`src/rtl/ysyx_22051468_mul_div_unit_pkg.sv`:
```
// Shared definitions for the RV64M multiply/divide unit.
//   XLEN, iteration-counter width, funct3 codes, FSM state encoding and
//   small helpers for operand extension and result formatting.
package ysyx_22051468_mul_div_unit_pkg;

    localparam int XLEN  = 64;
    localparam int CNT_W = 6;

    localparam logic [2:0] MDU_F3_MUL    = 3'b000;
    localparam logic [2:0] MDU_F3_MULH   = 3'b001;
    localparam logic [2:0] MDU_F3_MULHSU = 3'b010;
    localparam logic [2:0] MDU_F3_MULHU  = 3'b011;
    localparam logic [2:0] MDU_F3_DIV    = 3'b100;
    localparam logic [2:0] MDU_F3_DIVU   = 3'b101;
    localparam logic [2:0] MDU_F3_REM    = 3'b110;
    localparam logic [2:0] MDU_F3_REMU   = 3'b111;

    typedef enum logic [1:0] {
        MDU_IDLE = 2'd0,
        MDU_CALC = 2'd1,
        MDU_DONE = 2'd2
    } mdu_state_e;

    function automatic logic [XLEN-1:0] sext32(input logic [31:0] v);
        return {{(XLEN-32){v[31]}}, v};
    endfunction

    function automatic logic [XLEN-1:0] w_fix(input logic [XLEN-1:0] v, input logic is_w);
        return is_w ? sext32(v[31:0]) : v;
    endfunction

    function automatic logic [XLEN-1:0] ext_op(input logic [XLEN-1:0] v, input logic is_w,
                                               input logic sgn);
        if (!is_w) return v;
        return sgn ? sext32(v[31:0]) : {{(XLEN-32){1'b0}}, v[31:0]};
    endfunction

    // Index of the final iteration: 32 steps for W ops, 64 otherwise.
    function automatic logic [CNT_W-1:0] last_cnt(input logic is_w);
        return is_w ? CNT_W'(31) : CNT_W'(63);
    endfunction

    // {rs1 signed, rs2 signed}
    function automatic logic [1:0] op_signs(input logic [2:0] f3);
        case (f3)
            MDU_F3_MUL, MDU_F3_MULH, MDU_F3_DIV, MDU_F3_REM: return 2'b11;
            MDU_F3_MULHSU:                                   return 2'b10;
            default:                                         return 2'b00;
        endcase
    endfunction

    function automatic logic [XLEN-1:0] mul_pick(input logic [2*XLEN-1:0] p, input logic is_w,
                                                 input logic hi);
        if (is_w) return sext32(p[31:0]);
        return hi ? p[2*XLEN-1:XLEN] : p[XLEN-1:0];
    endfunction

endpackage

```
`src/rtl/ysyx_22051468_mul_div_unit_if.sv`:
```
// Request/response bundle between the EX stage and the multiply/divide unit.
//   master: decoder/pipeline side (drives request, out_ready, flush)
//   slave : the unit (drives in_ready, out_valid, result_o)
interface ysyx_22051468_mul_div_unit_if;
    import ysyx_22051468_mul_div_unit_pkg::*;

    logic            in_valid;
    logic            in_ready;
    logic            is_mul;
    logic            is_div;
    logic            is_rem;
    logic            is_W;
    logic [2:0]      funct3;
    logic [XLEN-1:0] src1;
    logic [XLEN-1:0] src2;
    logic            flush;
    logic            out_valid;
    logic            out_ready;
    logic [XLEN-1:0] result_o;

    modport master (
        output in_valid, is_mul, is_div, is_rem, is_W, funct3, src1, src2, flush, out_ready,
        input  in_ready, out_valid, result_o
    );

    modport slave (
        input  in_valid, is_mul, is_div, is_rem, is_W, funct3, src1, src2, flush, out_ready,
        output in_ready, out_valid, result_o
    );

endinterface

```
`src/rtl/ysyx_22051468_mul_div_unit_div_iter.sv`:
```
// ysyx_22051468_div_iter: restoring radix-2 divider on unsigned magnitudes,
// one quotient bit per cycle.
//   clk, rst    : clock, synchronous active-high reset
//   start_i     : load operands and begin (ignored while kill_i)
//   kill_i      : abandon the current division
//   is_w_i      : 32 iterations instead of 64 (sampled at start)
//   dividend_i  : dividend magnitude
//   divisor_i   : divisor magnitude (non-zero)
//   done_o      : high during the final iteration cycle
//   quot_o/rem_o: quotient/remainder after this cycle's step; final when done_o
module ysyx_22051468_div_iter
    import ysyx_22051468_mul_div_unit_pkg::*;
(
    input  logic            clk,
    input  logic            rst,
    input  logic            start_i,
    input  logic            kill_i,
    input  logic            is_w_i,
    input  logic [XLEN-1:0] dividend_i,
    input  logic [XLEN-1:0] divisor_i,
    output logic            done_o,
    output logic [XLEN-1:0] quot_o,
    output logic [XLEN-1:0] rem_o
);

    logic             busy_q, busy_d;
    logic             is_w_q, is_w_d;
    logic [CNT_W-1:0] cnt_q, cnt_d;
    logic [XLEN-1:0]  quot_q, quot_d;
    logic [XLEN-1:0]  rem_q, rem_d;
    logic [XLEN-1:0]  dsr_q, dsr_d;

    logic [XLEN:0]    rem_sh, diff;
    logic             ge;
    logic [XLEN-1:0]  quot_nxt, rem_nxt;

    // The partial remainder is always below the divisor, so the shifted
    // value fits in XLEN+1 bits and the top bit of the difference is the borrow.
    always_comb begin
        rem_sh   = {rem_q, quot_q[XLEN-1]};
        diff     = rem_sh - {1'b0, dsr_q};
        ge       = ~diff[XLEN];
        rem_nxt  = ge ? diff[XLEN-1:0] : rem_sh[XLEN-1:0];
        quot_nxt = {quot_q[XLEN-2:0], ge};
    end

    assign done_o = busy_q && (cnt_q == last_cnt(is_w_q));
    assign quot_o = quot_nxt;
    assign rem_o  = rem_nxt;

    always_comb begin
        busy_d = busy_q;
        is_w_d = is_w_q;
        cnt_d  = cnt_q;
        quot_d = quot_q;
        rem_d  = rem_q;
        dsr_d  = dsr_q;
        if (kill_i) begin
            busy_d = 1'b0;
        end else if (start_i) begin
            busy_d = 1'b1;
            is_w_d = is_w_i;
            cnt_d  = '0;
            // W dividends are pre-aligned to the top so 32 shifts bring
            // the quotient into the low half.
            quot_d = is_w_i ? {dividend_i[31:0], 32'b0} : dividend_i;
            rem_d  = '0;
            dsr_d  = divisor_i;
        end else if (busy_q) begin
            cnt_d  = cnt_q + 1'b1;
            quot_d = quot_nxt;
            rem_d  = rem_nxt;
            if (done_o) busy_d = 1'b0;
        end
    end

    always_ff @(posedge clk) begin
        if (rst) begin
            busy_q <= 1'b0;
            is_w_q <= 1'b0;
            cnt_q  <= '0;
            quot_q <= '0;
            rem_q  <= '0;
            dsr_q  <= '0;
        end else begin
            busy_q <= busy_d;
            is_w_q <= is_w_d;
            cnt_q  <= cnt_d;
            quot_q <= quot_d;
            rem_q  <= rem_d;
            dsr_q  <= dsr_d;
        end
    end

endmodule

```
`src/rtl/ysyx_22051468_mul_div_unit.sv`:
```
// ysyx_22051468_mul_div_unit: multi-cycle RV64M execute unit (mul/div/rem and W forms).
//   clk, rst : clock, synchronous active-high reset
//   mdu      : slave side of ysyx_22051468_mul_div_unit_if (request, flush,
//              result handshake)
// Build option: MDU_FAST_MUL_EN selects a single-cycle multiplier; without it
// the multiplier is shift-add, one partial product per cycle.
//
// state    | meaning
// MDU_IDLE | ready for a request (in_ready=1)
// MDU_CALC | iterating: shift-add multiply or divider core running
// MDU_DONE | result_o valid, waiting for out_ready
module ysyx_22051468_mul_div_unit
    import ysyx_22051468_mul_div_unit_pkg::*;
(
    input  logic                        clk,
    input  logic                        rst,
    ysyx_22051468_mul_div_unit_if.slave mdu
);

    mdu_state_e       state_q, state_d;
    logic [XLEN-1:0]  result_q, result_d;
    logic             is_w_q, is_w_d;
    logic             is_rem_q, is_rem_d;
    logic             div_cls_q, div_cls_d;
    logic             sel_hi_q, sel_hi_d;
    logic             neg_a_q, neg_a_d;
    logic             neg_b_q, neg_b_d;
`ifndef MDU_FAST_MUL_EN
    logic [2*XLEN-1:0] mcand_q, mcand_d;
    logic [2*XLEN-1:0] acc_q, acc_d;
    logic [2*XLEN-1:0] acc_nxt, prod;
    logic [XLEN-1:0]   mplier_q, mplier_d;
    logic [CNT_W-1:0]  cnt_q, cnt_d;
`else
    logic [2*XLEN-1:0] fast_prod;
`endif

    logic            one_hot, accept;
    logic            sgn_a, sgn_b, neg_a, neg_b;
    logic            div_by_zero, div_ovf, special;
    logic [XLEN-1:0] op_a, op_b, mag_a, mag_b, most_neg, special_res;
    logic            div_start, div_done;
    logic [XLEN-1:0] div_q, div_r, div_res;

    assign mdu.in_ready  = (state_q == MDU_IDLE);
    assign mdu.out_valid = (state_q == MDU_DONE);
    assign mdu.result_o  = result_q;

    always_comb begin
        one_hot = {mdu.is_mul, mdu.is_div, mdu.is_rem} inside {3'b100, 3'b010, 3'b001};
        accept  = mdu.in_valid && (state_q == MDU_IDLE) && one_hot && !mdu.flush;
        {sgn_a, sgn_b} = op_signs(mdu.funct3);
        op_a  = ext_op(mdu.src1, mdu.is_W, sgn_a);
        op_b  = ext_op(mdu.src2, mdu.is_W, sgn_b);
        neg_a = sgn_a & op_a[XLEN-1];
        neg_b = sgn_b & op_b[XLEN-1];
        mag_a = neg_a ? -op_a : op_a;
        mag_b = neg_b ? -op_b : op_b;
        most_neg    = mdu.is_W ? sext32(32'h8000_0000) : {1'b1, {(XLEN-1){1'b0}}};
        div_by_zero = (op_b == '0);
        div_ovf     = sgn_a && sgn_b && (op_a == most_neg) && (op_b == '1);
        special     = !mdu.is_mul && (div_by_zero || div_ovf);
        if (mdu.is_rem) special_res = div_by_zero ? op_a : '0;
        else            special_res = div_by_zero ? '1 : op_a;
    end

    // Remainder follows the dividend's sign; quotient is negated when signs differ.
    always_comb begin
        if (is_rem_q) div_res = neg_a_q ? -div_r : div_r;
        else          div_res = (neg_a_q ^ neg_b_q) ? -div_q : div_q;
        div_res = w_fix(div_res, is_w_q);
    end

`ifndef MDU_FAST_MUL_EN
    always_comb begin
        acc_nxt = mplier_q[0] ? acc_q + mcand_q : acc_q;
        prod    = (neg_a_q ^ neg_b_q) ? -acc_nxt : acc_nxt;
    end
`else
    assign fast_prod = {{XLEN{neg_a}}, op_a} * {{XLEN{neg_b}}, op_b};
`endif

    always_comb begin
        state_d   = state_q;
        result_d  = result_q;
        is_w_d    = is_w_q;
        is_rem_d  = is_rem_q;
        div_cls_d = div_cls_q;
        sel_hi_d  = sel_hi_q;
        neg_a_d   = neg_a_q;
        neg_b_d   = neg_b_q;
        div_start = 1'b0;
`ifndef MDU_FAST_MUL_EN
        mcand_d   = mcand_q;
        acc_d     = acc_q;
        mplier_d  = mplier_q;
        cnt_d     = cnt_q;
`endif
        case (state_q)
            MDU_IDLE: begin
                if (accept) begin
                    is_w_d    = mdu.is_W;
                    is_rem_d  = mdu.is_rem;
                    div_cls_d = !mdu.is_mul;
                    sel_hi_d  = (mdu.funct3[1:0] != 2'b00);
                    neg_a_d   = neg_a;
                    neg_b_d   = neg_b;
                    if (mdu.is_mul) begin
`ifdef MDU_FAST_MUL_EN
                        result_d = mul_pick(fast_prod, mdu.is_W, mdu.funct3[1:0] != 2'b00);
                        state_d  = MDU_DONE;
`else
                        mcand_d  = {{XLEN{1'b0}}, mag_a};
                        mplier_d = mag_b;
                        acc_d    = '0;
                        cnt_d    = '0;
                        state_d  = MDU_CALC;
`endif
                    end else if (special) begin
                        result_d = w_fix(special_res, mdu.is_W);
                        state_d  = MDU_DONE;
                    end else begin
                        div_start = 1'b1;
                        state_d   = MDU_CALC;
                    end
                end
            end
            MDU_CALC: begin
                if (div_cls_q) begin
                    if (div_done) begin
                        result_d = div_res;
                        state_d  = MDU_DONE;
                    end
                end
`ifndef MDU_FAST_MUL_EN
                else begin
                    acc_d    = acc_nxt;
                    mcand_d  = mcand_q << 1;
                    mplier_d = mplier_q >> 1;
                    cnt_d    = cnt_q + 1'b1;
                    if (cnt_q == last_cnt(is_w_q)) begin
                        result_d = mul_pick(prod, is_w_q, sel_hi_q);
                        state_d  = MDU_DONE;
                    end
                end
`endif
            end
            MDU_DONE: begin
                if (mdu.out_ready) state_d = MDU_IDLE;
            end
            default: state_d = MDU_IDLE;
        endcase
        if (mdu.flush) begin
            state_d   = MDU_IDLE;
            result_d  = '0;
            div_start = 1'b0;
        end
    end

    ysyx_22051468_div_iter u_div (
        .clk        (clk),
        .rst        (rst),
        .start_i    (div_start),
        .kill_i     (mdu.flush),
        .is_w_i     (mdu.is_W),
        .dividend_i (mag_a),
        .divisor_i  (mag_b),
        .done_o     (div_done),
        .quot_o     (div_q),
        .rem_o      (div_r)
    );

    always_ff @(posedge clk) begin
        if (rst) begin
            state_q   <= MDU_IDLE;
            result_q  <= '0;
            is_w_q    <= 1'b0;
            is_rem_q  <= 1'b0;
            div_cls_q <= 1'b0;
            sel_hi_q  <= 1'b0;
            neg_a_q   <= 1'b0;
            neg_b_q   <= 1'b0;
`ifndef MDU_FAST_MUL_EN
            mcand_q   <= '0;
            acc_q     <= '0;
            mplier_q  <= '0;
            cnt_q     <= '0;
`endif
        end else begin
            state_q   <= state_d;
            result_q  <= result_d;
            is_w_q    <= is_w_d;
            is_rem_q  <= is_rem_d;
            div_cls_q <= div_cls_d;
            sel_hi_q  <= sel_hi_d;
            neg_a_q   <= neg_a_d;
            neg_b_q   <= neg_b_d;
`ifndef MDU_FAST_MUL_EN
            mcand_q   <= mcand_d;
            acc_q     <= acc_d;
            mplier_q  <= mplier_d;
            cnt_q     <= cnt_d;
`endif
        end
    end

endmodule

```
`src/flat_wrapper.sv`:
```
// flat-port wrapper written by rule: the top's interface ports become plain ports
module ysyx_22051468_mul_div_unit_flat import ysyx_22051468_mul_div_unit_pkg::*;
  (clk, rst, mdu_in_valid, mdu_is_mul, mdu_is_div, mdu_is_rem, mdu_is_W, mdu_funct3, mdu_src1, mdu_src2, mdu_flush, mdu_out_ready, mdu_in_ready, mdu_out_valid, mdu_result_o);
  ysyx_22051468_mul_div_unit_if mdu_i ();
  input  logic clk;
  input  logic rst;
  input wire logic [$bits(mdu_i.in_valid)-1:0] mdu_in_valid;
  input wire logic [$bits(mdu_i.is_mul)-1:0] mdu_is_mul;
  input wire logic [$bits(mdu_i.is_div)-1:0] mdu_is_div;
  input wire logic [$bits(mdu_i.is_rem)-1:0] mdu_is_rem;
  input wire logic [$bits(mdu_i.is_W)-1:0] mdu_is_W;
  input wire logic [$bits(mdu_i.funct3)-1:0] mdu_funct3;
  input wire logic [$bits(mdu_i.src1)-1:0] mdu_src1;
  input wire logic [$bits(mdu_i.src2)-1:0] mdu_src2;
  input wire logic [$bits(mdu_i.flush)-1:0] mdu_flush;
  input wire logic [$bits(mdu_i.out_ready)-1:0] mdu_out_ready;
  output wire logic [$bits(mdu_i.in_ready)-1:0] mdu_in_ready;
  output wire logic [$bits(mdu_i.out_valid)-1:0] mdu_out_valid;
  output wire logic [$bits(mdu_i.result_o)-1:0] mdu_result_o;
  assign mdu_i.in_valid = mdu_in_valid;
  assign mdu_i.is_mul = mdu_is_mul;
  assign mdu_i.is_div = mdu_is_div;
  assign mdu_i.is_rem = mdu_is_rem;
  assign mdu_i.is_W = mdu_is_W;
  assign mdu_i.funct3 = mdu_funct3;
  assign mdu_i.src1 = mdu_src1;
  assign mdu_i.src2 = mdu_src2;
  assign mdu_i.flush = mdu_flush;
  assign mdu_i.out_ready = mdu_out_ready;
  assign mdu_in_ready = mdu_i.in_ready;
  assign mdu_out_valid = mdu_i.out_valid;
  assign mdu_result_o = mdu_i.result_o;
  ysyx_22051468_mul_div_unit u_core (.clk(clk), .rst(rst), .mdu(mdu_i));
endmodule
```
`config.mk`:
```
export PLATFORM = sky130hd
export DESIGN_NAME = ysyx_22051468_mul_div_unit_flat
export DESIGN_NICKNAME = d
export VERILOG_FILES = /design/src/rtl/ysyx_22051468_mul_div_unit_pkg.sv /design/src/rtl/ysyx_22051468_mul_div_unit_if.sv /design/src/rtl/ysyx_22051468_mul_div_unit_div_iter.sv /design/src/rtl/ysyx_22051468_mul_div_unit.sv /design/src/flat_wrapper.sv
export SDC_FILE = /design/constraint.sdc
export NUM_CORES = 2
export LEC_CHECK = 0
export BUFFER_PORTS_ARGS = -buffer_cell sky130_fd_sc_hd__buf_4
export CORE_AREA = 2 2 443 335
export CTS_BUF_LIST = sky130_fd_sc_hd__clkbuf_4
export CTS_CLUSTER_SIZE = 8
export DETAILED_ROUTE_END_ITERATION = 8
export DIE_AREA = 0 0 445 337
export PLACE_DENSITY = 0.64
export SLEW_MARGIN = 20
export SYNTH_ARGS = -nofsm -noshare
export SYNTH_HDL_FRONTEND = slang
export SYNTH_SLANG_ARGS = --single-unit
```
`constraint.sdc`:
```
create_clock -name clk -period 20.6 [get_ports clk]
set_input_delay 5.15 -clock clk [delete_from_list [all_inputs] [get_ports clk]]
set_output_delay 5.15 -clock clk [all_outputs]
set_load 0.05 [all_outputs]
```
==> flow_summary.ini <==
[clock_network]
cts_hold_buffers = 0
htreeDepth = 4
cts_sinks = 598
root_buffer = clkbuf_4
clk_pin_slew_ps = 70
cts_resized = 0
cts_setup_buffers = 0
clock_latency_ps = 1320
tritoncts = built
cts_buffers = 174
cts_buffer_depth = 3

[synth]
async_flop_share_pct = 0
synthesis.area_um2 = 55100
yosys_warnings = 0
synth_cell_types = 116
synth_seq_area_share_pct = 21.7
synth_seq_cells = 598
yosys_most_used_dff = dfxtp_1
synthCells = 8132
syn_nets = 8473
synth-edff-count = 0
avgSynthCellArea_um2 = 6.77

[grt]
grtUsageMet2_pct = 51.0
grtUsageMet1_pct = 60.6
antenna_found_initial = 29
grt_use_met3_pct = 17.5
grt_pass1_wl_um = 443000
grt_pass1_vias = 57900
grt_usage_pct = 40.8
grt_max_degree = 131
busiest_layer = met1
grt_remaining_overflow = 0

[critical_path]
slowest_delay_ps = 700
critPathSlowestCell = or4_1
worstSetupStartpointType = input pin
crit_type = in -> reg
cp_cell_sequence = buf_4 -> nor4_1 -> nand3_1 -> or4_1 -> nor2b_1 -> o211ai_1 -> nor3b_1 -> o211a_2 -> buf_4 -> nor2_1 -> nor3_1 -> o21ai_4 -> buf_4 -> a21oi_1 -> nand2b_1 -> nor4_1 -> a31oi_1
crit_fanout = 75
cp.buffers_inverters = 3
crit_top_cell = buf_4
cp_data_required_time_ps = 21710
arrival_ps = 11510
cp-end-kind = flop
cp_top_family = simple AND/OR/NAND/NOR gates

[floorplanning]
start_util_pct = 37.7
die_w_um = 445
fp-row-count = 122
die_area_um2 = 150000
core_area_um2 = 146000
die_h_um = 337
ios = 206

[pwr]
power_mw = 3.67
intPower_mw = 2.11
power_frac_clock_pct = 33.0
combPwrFrac_pct = 33.9
p_leak_nw = 22.2
swShare_pct = 42.5
p_switching_mw = 1.56
power_density_nw_per_um2 = 61.1
peakVddDrop_mv = 0.0429
sequentialPowerShare_pct = 33.1

[sta]
clock_skew_ps = 105
rsz0062_at_grt = no
drv_slew = 0
fin_crit_sh_pct = 50.5
final_hold_viol_count = 0
fin_ws_ps = 10200
setup_viol = 0
setup_tns_ps = 0
tightest_slew_ps = 1320
final.min_clock_period_ps = 10400
fmax_ghz = 0.0962
max_slew_margin_pct = 11.4
timing.hold.ws_ps = 447

[status]
outcome = complete, no violations

[placed_design]
portBuffers = 205
place_congestion = 1.04
place_ws_ps = 9240
dpl.hpwl_um = 254000
placedCellCount = 9797

[route]
drcViolationCount = 0
viasPerCell = 6.64
ant_nets = 0
firstDrtPassIters = 9
vias = 67100
drtIter0Drc = 10800
wire_per_inst_um = 31.6
routed_wl_um = 320000

[hold_path]
hold_path.class = reg -> reg

[finish]
multi_input_area_um2 = 40400
layoutNonFillerInstCount = 10100
final_net_count = 8392
drive_gt1_share_pct = 9.40
area_delta_synth_final_pct = 9.20
fillCellCount = 15600
regArea_um2 = 12000

[run]
maxCapViolCount = 0
-- placed cells by master (no fill, tap or decap), types with 201 or more instances in the layout --
cell type	instances
a211oi_1	214
a21oi_1	912
buf_4	328
clkbuf_4	246
dfxtp_1	595
nand2_1	951
nand3_1	201
nor2_1	1166
nor3_1	228
o21ai_0	529
xnor2_1	212
-- cell families after synthesis --
| group | synth area share [%] |
|---|---|
| buffers and inverters | 5.34 |
| DFF | 21.7 |
| AOI/OAI and AO/OA | 31.9 |
| and+or+nand+nor | 27.5 |
| xor gates and xnor gates | 6.57 |
| adders and majority gates | 4.65 |
| muxes | 2.33 |
-- path summary, 6_finish.rpt --
path	startpoint	endpoint	slack (ps)	cells past startpoint
hold reg to reg	u_core.mcand_q[123]	u_core.mcand_q[124]	450	2
setup reg to reg	u_core.u_div.dsr_q[55]	u_core.mdu.result_o[58]	10900	26
setup / recovery	mdu_src2[6]	u_core.mdu.result_o[62]	10200	17
hold / removal	u_core.mcand_q[123]	u_core.mcand_q[124]	450	2
-- cells in the mapped netlist (all sizes together) (167+ instances only) --
master  number  area (µm²)
a211oi     221        1700
inv        167         627
ha         199        2490
nor2      1170        4400
o21ai      567        2850
nand4      167        1080
nand3      202        1010
xor2       195        1710
xnor2      218        1910
nor3       238        1240
a31oi      182        1170
nand2      953        3580
a21oi      917        4600
clkbuf     474        1780
dfxtp      598       12000
-- metrics by stage --
step	area, µm²	utilization [%]
2_1_floorplan	55100	-
3_3_place_gp	57900	39.6
3_5_place_dp	57900	39.6
4_1_cts	60000	41.0
5_1_grt	60100	41.1
6_report	60100	41.1
-- layer usage --
metal	wire length, µm	vias to the layer above
met5	433	-
met4	10100	20
met3	50200	488
met2	115000	4338
met1	144000	32500
li1	-	29800
-- registers in the layout, summed over array words and instances (netlist names), 2 cells and up --
register,flops
u_core.acc_q,128
u_core.mcand_q,128
u_core.mdu.result_o,64
u_core.mplier_q,64
u_core.u_div.dsr_q,64
u_core.u_div.quot_q,64
u_core.u_div.rem_q,64
u_core.cnt_q,6
u_core.u_div.cnt_q,6
u_core.state_q,2
-- power groups by stage --
stage / clock, mW / sequential (mW) / combinational [mW]
after floorplan: 0 / 1.22 / 0.737
after global placement: 0 / 1.24 / 1.17
after detailed placement: 0 / 1.24 / 1.17
after CTS: 1.22 / 1.21 / 1.18
after global routing: 1.28 / 1.21 / 1.30
final: 1.21 / 1.22 / 1.25
-- worst min-delay path: stages (launching register included) --
cell	delay [ps]
dfxtp_1	330
nand2_1	60
a21oi_1	50
-- cell type report --
type                       instances  area share [%]
clock buffer                     246            3.07
multi-input combinational       6777            67.2
sequential                       598            19.9
tap                             1922            4.00
inverter                         168            1.05
antenna                           16          0.0666
timing repair buffer             332            4.20
clock inverter                    48           0.468
No activity file was read; power rests on OpenSTA's default activity.
